<file path="config.mk">
export PLATFORM = sky130hd
export DESIGN_NAME = word_to_byte_serializer
export DESIGN_NICKNAME = d
export VERILOG_FILES = /design/src/rtl/word_to_byte_serializer_pkg.sv /design/src/rtl/word_to_byte_serializer_sat_counter.sv /design/src/rtl/word_to_byte_serializer.sv
export SDC_FILE = /design/constraint.sdc
export NUM_CORES = 1
export LEC_CHECK = 0
export ABC_AREA = 1
export ABC_CLOCK_PERIOD_IN_PS = 1500
export CORE_MARGIN = 1
export CORE_UTILIZATION = 40
export DETAILED_ROUTE_END_ITERATION = 10
export MAX_ROUTING_LAYER = met4
export PLACE_DENSITY = 0.8
export SLEW_MARGIN = 20
export SYNTH_ARGS = -nofsm -noshare
export SYNTH_HDL_FRONTEND = slang
export SYNTH_HIERARCHICAL = 1
export SYNTH_SLANG_ARGS = --single-unit
</file>
<file path="constraint.sdc">
create_clock -name clk -period 1.5 [get_ports clk]
set_input_delay 0.45 -clock clk [delete_from_list [all_inputs] [get_ports clk]]
set_output_delay 0.45 -clock clk [all_outputs]
set_load 0.02 [all_outputs]
</file>
<file path="src/rtl/word_to_byte_serializer_pkg.sv">
// Shared constants for the 16-to-8 narrowing path: state encoding, mode codes
// and a byte-select helper.
package word_to_byte_serializer_pkg;

  localparam int BYTE_W = 8;
  localparam int WORD_W = 2 * BYTE_W;

  localparam logic MODE_BYTE = 1'b0;
  localparam logic MODE_WORD = 1'b1;

  typedef enum logic [1:0] {
    ST_IDLE  = 2'd0,
    ST_BEAT0 = 2'd1,
    ST_BEAT1 = 2'd2
  } state_e;

  function automatic logic [BYTE_W-1:0] pick_byte(input logic [WORD_W-1:0] word,
                                                  input logic             high);
    return high ? word[WORD_W-1:BYTE_W] : word[BYTE_W-1:0];
  endfunction

endpackage

</file>
<file path="src/rtl/word_to_byte_serializer_sat_counter.sv">
// Saturating event counter with a synchronous clear that wins over increment.
module sat_counter #(
  parameter int CNT_W = 8
) (
  input  logic             clk,
  input  logic             reset,
  input  logic             clr_i,
  input  logic             inc_i,
  output logic [CNT_W-1:0] cnt_o
);

  logic [CNT_W-1:0] cnt_q, cnt_d;

  always_comb begin
    cnt_d = cnt_q;
    if (clr_i)
      cnt_d = '0;
    else if (inc_i && !(&cnt_q))
      cnt_d = cnt_q + 1'b1;
  end

  always_ff @(posedge clk or posedge reset) begin
    if (reset)
      cnt_q <= '0;
    else
      cnt_q <= cnt_d;
  end

  assign cnt_o = cnt_q;

endmodule

</file>
<file path="src/rtl/word_to_byte_serializer.sv">
// Narrows 16-bit words to 8-bit valid/ready beats: one truncated beat in byte
// mode, two beats in word mode, with back-to-back acceptance on the last beat.
module word_to_byte_serializer
  import word_to_byte_serializer_pkg::*;
#(
  parameter int HIGH_FIRST = 0,
  parameter int CNT_W      = 8
) (
  input  logic              clk,
  input  logic              reset,
  input  logic              in_valid,
  output logic              in_ready,
  input  logic [WORD_W-1:0] in_data,
  input  logic              in_mode,
  output logic              out_valid,
  input  logic              out_ready,
  output logic [BYTE_W-1:0] out_data,
  output logic              out_last,
  output logic              trunc,
  output logic [CNT_W-1:0]  trunc_cnt,
  input  logic              clr_cnt,
  output logic              busy
);

  localparam logic HI_FIRST = (HIGH_FIRST != 0);

  state_e            state_q;
  logic [WORD_W-1:0] word_q;
  logic              mode_q;
  logic              out_valid_q;
  logic [BYTE_W-1:0] out_data_q;
  logic              out_last_q;
  logic              trunc_q;

  logic in_xfer, beat_xfer, first_high_d;

  // A new word may enter while the final beat of the current one leaves.
  assign in_ready     = (state_q == ST_IDLE) || (out_valid_q && out_ready && out_last_q);
  assign in_xfer      = in_valid && in_ready;
  assign beat_xfer    = out_valid_q && out_ready;
  assign first_high_d = (in_mode == MODE_WORD) && HI_FIRST;

  always_ff @(posedge clk or posedge reset) begin
    if (reset) begin
      state_q     <= ST_IDLE;
      word_q      <= '0;
      mode_q      <= MODE_BYTE;
      out_valid_q <= 1'b0;
      out_data_q  <= '0;
      out_last_q  <= 1'b0;
      trunc_q     <= 1'b0;
    end else if (in_xfer) begin
      state_q     <= ST_BEAT0;
      word_q      <= in_data;
      mode_q      <= in_mode;
      out_valid_q <= 1'b1;
      out_data_q  <= pick_byte(in_data, first_high_d);
      out_last_q  <= (in_mode == MODE_BYTE);
      trunc_q     <= (in_mode == MODE_BYTE) && (in_data[WORD_W-1:BYTE_W] != '0);
    end else begin
      case (state_q)
        ST_BEAT0: begin
          if (out_ready) begin
            if (mode_q == MODE_WORD) begin
              state_q    <= ST_BEAT1;
              out_data_q <= pick_byte(word_q, !HI_FIRST);
              out_last_q <= 1'b1;
              trunc_q    <= 1'b0;
            end else begin
              state_q     <= ST_IDLE;
              out_valid_q <= 1'b0;
              out_last_q  <= 1'b0;
              trunc_q     <= 1'b0;
            end
          end
        end
        ST_BEAT1: begin
          if (out_ready) begin
            state_q     <= ST_IDLE;
            out_valid_q <= 1'b0;
            out_last_q  <= 1'b0;
            trunc_q     <= 1'b0;
          end
        end
        default: ;
      endcase
    end
  end

  sat_counter #(.CNT_W(CNT_W)) u_trunc_cnt (
    .clk   (clk),
    .reset (reset),
    .clr_i (clr_cnt),
    .inc_i (beat_xfer && trunc_q),
    .cnt_o (trunc_cnt)
  );

  assign out_valid = out_valid_q;
  assign out_data  = out_data_q;
  assign out_last  = out_last_q;
  assign trunc     = trunc_q;
  assign busy      = (state_q != ST_IDLE);

endmodule

</file>
==> impl_metrics.json, run 1 <==
{
  "slowest_delay_ps": 360,
  "drc_errors": 0,
  "crit_path_end_kind": "output pin",
  "synthToLayoutAreaGrowth_pct": 50.2,
  "insertion_delay_ps": 280,
  "hold_violations": 0,
  "stdcell_area_um2": 2270,
  "maxCapViolations": 0,
  "routedWlPerCell_um": 11.7,
  "syn_inst": 190,
  "numCtsBuffers": 5,
  "drv_slew": 0,
  "grt_pass1_wl_um": 6220,
  "fmax_mhz": 656,
  "nets": 287,
  "antenna_found_initial": 0,
  "antenna_cells": 0,
  "mostFrequentLayoutCells": "42 x nand2_1, 32 x nand3_1, 29 x dfrtp_1, 22 x inv_1, 22 x buf_4",
  "tns_ps": -25.5,
  "drive_above_1_share_pct": 21.4,
  "grt_usage_pct": 20.9,
  "fin_worst_skew_ps": 6.72,
  "yosysWarnings": 6,
  "vias": 1491,
  "ant_nets": 0,
  "portBuffers": 42,
  "rrSetupSlack_ps": 100,
  "setup_ws_ps": -25.5,
  "cts_root_buf": "clkbuf_8",
  "die_width_um": 63.5,
  "worstPathArrival_ps": 1080,
  "violations": "setup timing",
  "synth_nets": 216,
  "ios": 43,
  "vdd_drop_max_uv": 846,
  "max-slew-margin-rel_pct": 80.0,
  "start_util_pct": 43.7,
  "die_area_um2": 4030,
  "ys_types": 21,
  "post-route-min-period_ps": 1530,
  "clkSinkCount": 30,
  "hold_path.class": "in -> async",
  "slowest_stage": "dfrtp_1",
  "run_status": "finished with violations",
  "powerDensity_nw_per_um2": 1610,
  "core_um2": 3470,
  "placed_area_um2": 2150,
  "gp_congestion": 0.924,
  "leakage_uw": 0.00117,
  "critical_path.top_delay_family": "flip-flops",
  "via_per_inst": 4.84,
  "cts-hold-fix-buffers": 0,
  "grt_overflow": 0,
  "grt_max_degree": 29,
  "h-tree-depth": 2,
  "r2r_cells": 9,
  "tightest_slew_ps": 299,
  "critPathBufInv": 3,
  "synthArstFlopShare_pct": 100,
  "avgSynthCellArea_um2": 7.97,
  "worst-path-stages": 5,
  "post_cts_buffers": 0,
  "first_pass_iters": 5,
  "rsz0062_at_grt": "yes",
  "start_kind": "flip-flop",
  "critPathKind": "reg -> out",
  "fin_crit_sh_pct": 102,
  "clkSlewWorstSetupHoldPaths_ps": 60,
  "yosysSeqAreaShare_pct": 49.6,
  "syn_area_um2": 1510,
  "path_cells": "inv_2 > ha_4 > inv_4 > nand2_4 > buf_6",
  "dp_hpwl_um": 2700,
  "cp_data_required_time_ps": 1050,
  "layout_commonest_cell": "nand2_1",
  "setup_viol": 1,
  "drt_iter0_markers": 75,
  "tritoncts": "yes",
  "synthFlopType": "dfrtp_1",
  "cts_buffer_depth": 2,
  "cp_max_fo": 2,
  "fp.dieH_um": 63.5,
  "rows": 21,
  "finalWirelength_um": 3610,
  "grt_pass1_vias": 1452,
  "synth_edf_count": 0,
  "synth-seq-cells": 30
}
[cell usage after synthesis (2+ instances only)]
master    count  area [um^2]
nand2_1      42          158
nand3_1      33          165
dfrtp_1      30          751
inv_1        24         90.1
o21ai_1      14         70.1
nor2_1       12         45.0
a21oi_1       6         30.0
nand2_2       6         37.5
ha_1          4         50.1
buf_2         3         15.0
nand4_1       3         18.8
o21ai_0       3         15.0
clkinv_1      2         7.51
[path summary, 6_finish.rpt]
path / start / to
setup / recovery: state_q[0] / in_ready
hold / removal: reset / u_trunc_cnt/cnt_o[2]
setup reg to reg: u_trunc_cnt/cnt_o[0] / u_trunc_cnt/cnt_o[3]
hold reg to reg: word_q[15] / word_q[15]
max in group asynchronous: reset / out_data[6]
min in group clk: word_q[15] / word_q[15]
[stage by stage]
stage | hold slack [ps] | std cells | utilization [%] | power [uW] | setup slack (ps)
2_1_floorplan | 266 | 190 | - | 2180 | 88.2
3_3_place_gp | 473 | 299 | 62.1 | 2930 | -621
3_5_place_dp | 479 | 299 | 62.1 | 2980 | -651
4_1_cts | 448 | 307 | 64.6 | 3600 | -42.1
5_1_grt | 482 | 308 | 65.5 | 3930 | -85.2
6_report | 442 | 308 | 65.5 | 3660 | -25.5
[layer usage]
metal,vias up,track usage (%),wire length [um]
met5,-,-,0
met4,0,6.25,16
met3,2,7.07,185
met2,45,33.9,1750
met1,685,24.3,1660
li1,759,-,-
[worst reg2reg max path, stage by stage (launching register included)]
cell     delay, ps
dfrtp_1        400
ha_2           220
nand2_2         80
nor2_2         130
nand2_1         70
nand2_2         70
nand2_4         80
buf_4          130
nand2_1         50
nand2_1         50
[registers in the layout, summed over array words and instances (netlist names)]
register / count
out_data: 8
word_q: 8
state_q: 2
out_valid: 1
trunc: 1
u_trunc_cnt/cnt_o: 8
out_last: 1
mode_q: 1
[area by class of cell]
cell class | instances | area [um^2]
tap | 46 | 57.6
fill | 329 | 1190
clock buffer | 7 | 86.3
clock inverter | 1 | 5.00
multi-input combinational | 128 | 661
sequential | 30 | 752
inverter | 28 | 115
timing repair buffer | 68 | 597
[cells by family (layout without fill, tap and decap cells)]
group                      count (synthesis)  after routing  synth area share, %
xor gates and xnor gates                   1              1                0.579
and+or+nand+nor                           98             98                 29.2
adders and majority gates                  4              4                 3.31
buffers and inverters                     32            104                 8.76
AOI/OAI and AO/OA                         25             25                 8.60
DFF                                       30             30                 49.6
[power by group]
group          internal [uW]  leakage, uW  switching, uW
sequential              1100     0.000383            164
clock                    369    0.0000482            289
combinational            786     0.000735            948
total                   2260      0.00117           1400
[what timing repair did]
action                                  CTS  global route
resized for setup                        44            13
cloned                                    0             1
endpoints found under the setup margin   37            22
pin swaps                                 4             0
Note: power is estimated with default switching activity, not from simulation.
==> inputs of run 2 (changes only) <==
Settings changed: CORE_ASPECT_RATIO set to 2.
==> impl_metrics.json, run 2 (synthesis gave the netlist of run 1 again) <==
{
  "start_util_pct": 42.0,
  "dp_hpwl_um": 2850,
  "r2r_end": "out_last",
  "worstPathArrival_ps": 1110,
  "mostFrequentLayoutCells": "42 x nand2_1, 32 x nand3_1, 30 x dfrtp_1, 25 x buf_4, 22 x inv_1",
  "worst-path-stages": 5,
  "r2r_cells": 10,
  "grt_pass1_wl_um": 6000,
  "leakage_uw": 0.00120,
  "critical_path.top_delay_family": "flip-flops",
  "rows": 31,
  "routedWlPerCell_um": 12.5,
  "grt_max_degree": 23,
  "drive_above_1_share_pct": 22.6,
  "drt_iter0_markers": 47,
  "portBuffers": 42,
  "power_frac_seq_pct": 32.8,
  "violations": "setup timing",
  "die_area_um2": 4050,
  "grt_usage_pct": 21.6,
  "critPathKind": "reg -> out",
  "p_sw_uw": 1460,
  "crit_path_end_kind": "output pin",
  "hold_violations": 0,
  "insertion_delay_ps": 290,
  "fin_crit_sh_pct": 104,
  "cp_max_fo": 2,
  "via_per_inst": 4.92,
  "tightest_slew_ps": 315,
  "cp_data_required_time_ps": 1050,
  "vdd_drop_max_uv": 936,
  "ant_nets": 0,
  "numCtsBuffers": 5,
  "synthToLayoutAreaGrowth_pct": 55.0,
  "h-tree-depth": 2,
  "cts_buffer_depth": 2,
  "path_cells": "inv_2 > ha_4 > inv_4 > nand2_4 > buf_6",
  "fp.dieH_um": 89.0,
  "finalWirelength_um": 3920,
  "ios": 43,
  "slowest_stage": "dfrtp_1",
  "rrSetupSlack_ps": 70,
  "clkSlewWorstSetupHoldPaths_ps": 70,
  "first_pass_iters": 4,
  "layout_commonest_cell": "nand2_1",
  "drc_errors": 0,
  "clkSinkCount": 30,
  "switching_share_pct": 37.6,
  "core_um2": 3610,
  "antenna_found_initial": 0,
  "critPathBufInv": 3,
  "drv_slew": 0,
  "setup_viol": 2,
  "gp_congestion": 0.865,
  "run_status": "finished with violations",
  "vias": 1545,
  "place_inst": 303,
  "tritoncts": "yes",
  "nets": 290,
  "die_width_um": 45.5,
  "setup_ws_ps": -57.6,
  "utilization_pct": 65.0,
  "maxCapViolations": 0,
  "fin_worst_skew_ps": 9.39,
  "hold_path.class": "in -> async",
  "clockPowerShare_pct": 20.6,
  "cts_root_buf": "clkbuf_8",
  "fmax_mhz": 642,
  "start_kind": "flip-flop",
  "dpl_worst_slack_ps": -634,
  "grt_pass1_vias": 1455,
  "combPwrFrac_pct": 46.6,
  "slowest_delay_ps": 390,
  "grt_overflow": 0,
  "antenna_cells": 0,
  "fin_cells": 314,
  "post-route-min-period_ps": 1560,
  "max-slew-margin-rel_pct": 79.0,
  "powerDensity_nw_per_um2": 1660,
  "cts-hold-fix-buffers": 0,
  "r2r-start": "state_q[1]",
  "p_int_uw": 2430,
  "rsz0062_at_grt": "yes"
}
[run 2: worst max-delay path by stage]
stage / startpoint / to / slack (ps)
6_report: state_q[1] / in_ready / -60
5_1_grt: state_q[1] / in_ready / -100
4_1_cts: state_q[0] / in_ready / -60
3_5_place_dp: out_ready / in_ready / -630
3_3_place_gp: out_ready / in_ready / -630
2_1_floorplan: state_q[0] / out_last / 90
[run 2: worst reg2reg max path, cell delays in order (launching register included)]
cell and delay [ps]:
dfrtp_1 370, inv_2 60, ha_4 160, inv_4 60, nand2_4 40, buf_4 130
nand2_4 90, buf_4 160, nand2_2 80, nor2_1 120, a21oi_2 40
[run 2: what timing repair did]
action	4_1_cts	5_1_grt
pin swaps	2	1
resized for setup	47	15
setup buffers	3	0
endpoints found under the setup margin	35	20
[run 2: per-layer routing]
layer	global-route usage [%]	wire length (um)
met5	-	0
met2	37.5	2280
met1	20.2	1380
met4	13.8	98
met3	4.65	156
[run 2: cell type report]
| class | instances | area [um^2] |
|---|---|---|
| clock buffer | 7 | 76.3 |
| clock inverter | 1 | 30.0 |
| fill | 313 | 1260 |
| inverter | 28 | 115 |
| multi-input combinational | 128 | 688 |
| sequential | 30 | 751 |
| tap | 49 | 61.3 |
| timing repair buffer | 71 | 624 |
[run 2: power groups by stage]
stage / clock network, uW / logic [uW] / registers [uW]
final: 802 / 1820 / 1280
after floorplan: 0 / 748 / 1430
after global routing: 850 / 1980 / 1310
after detailed placement: 0 / 1690 / 1280
after global placement: 0 / 1650 / 1270
after CTS: 807 / 1710 / 1260
[run 2: stage by stage]
stage / hold slack, ps / total power [uW] / setup TNS, ps / instance area, um^2
2_1_floorplan: 266 / 2180 / 0 / 1510
3_3_place_gp: 472 / 2910 / -8670 / 2160
3_5_place_dp: 481 / 2970 / -9060 / 2160
4_1_cts: 461 / 3780 / -60.5 / 2300
5_1_grt: 476 / 4130 / -167 / 2350
6_report: 450 / 3890 / -76.4 / 2350
==> inputs of run 3 (changes only) <==
Settings changed: GPL_ROUTABILITY_DRIVEN set to 0.
==> results of run 3 <==
No change in the layout: final DEF, timing and power equal those of run 2.
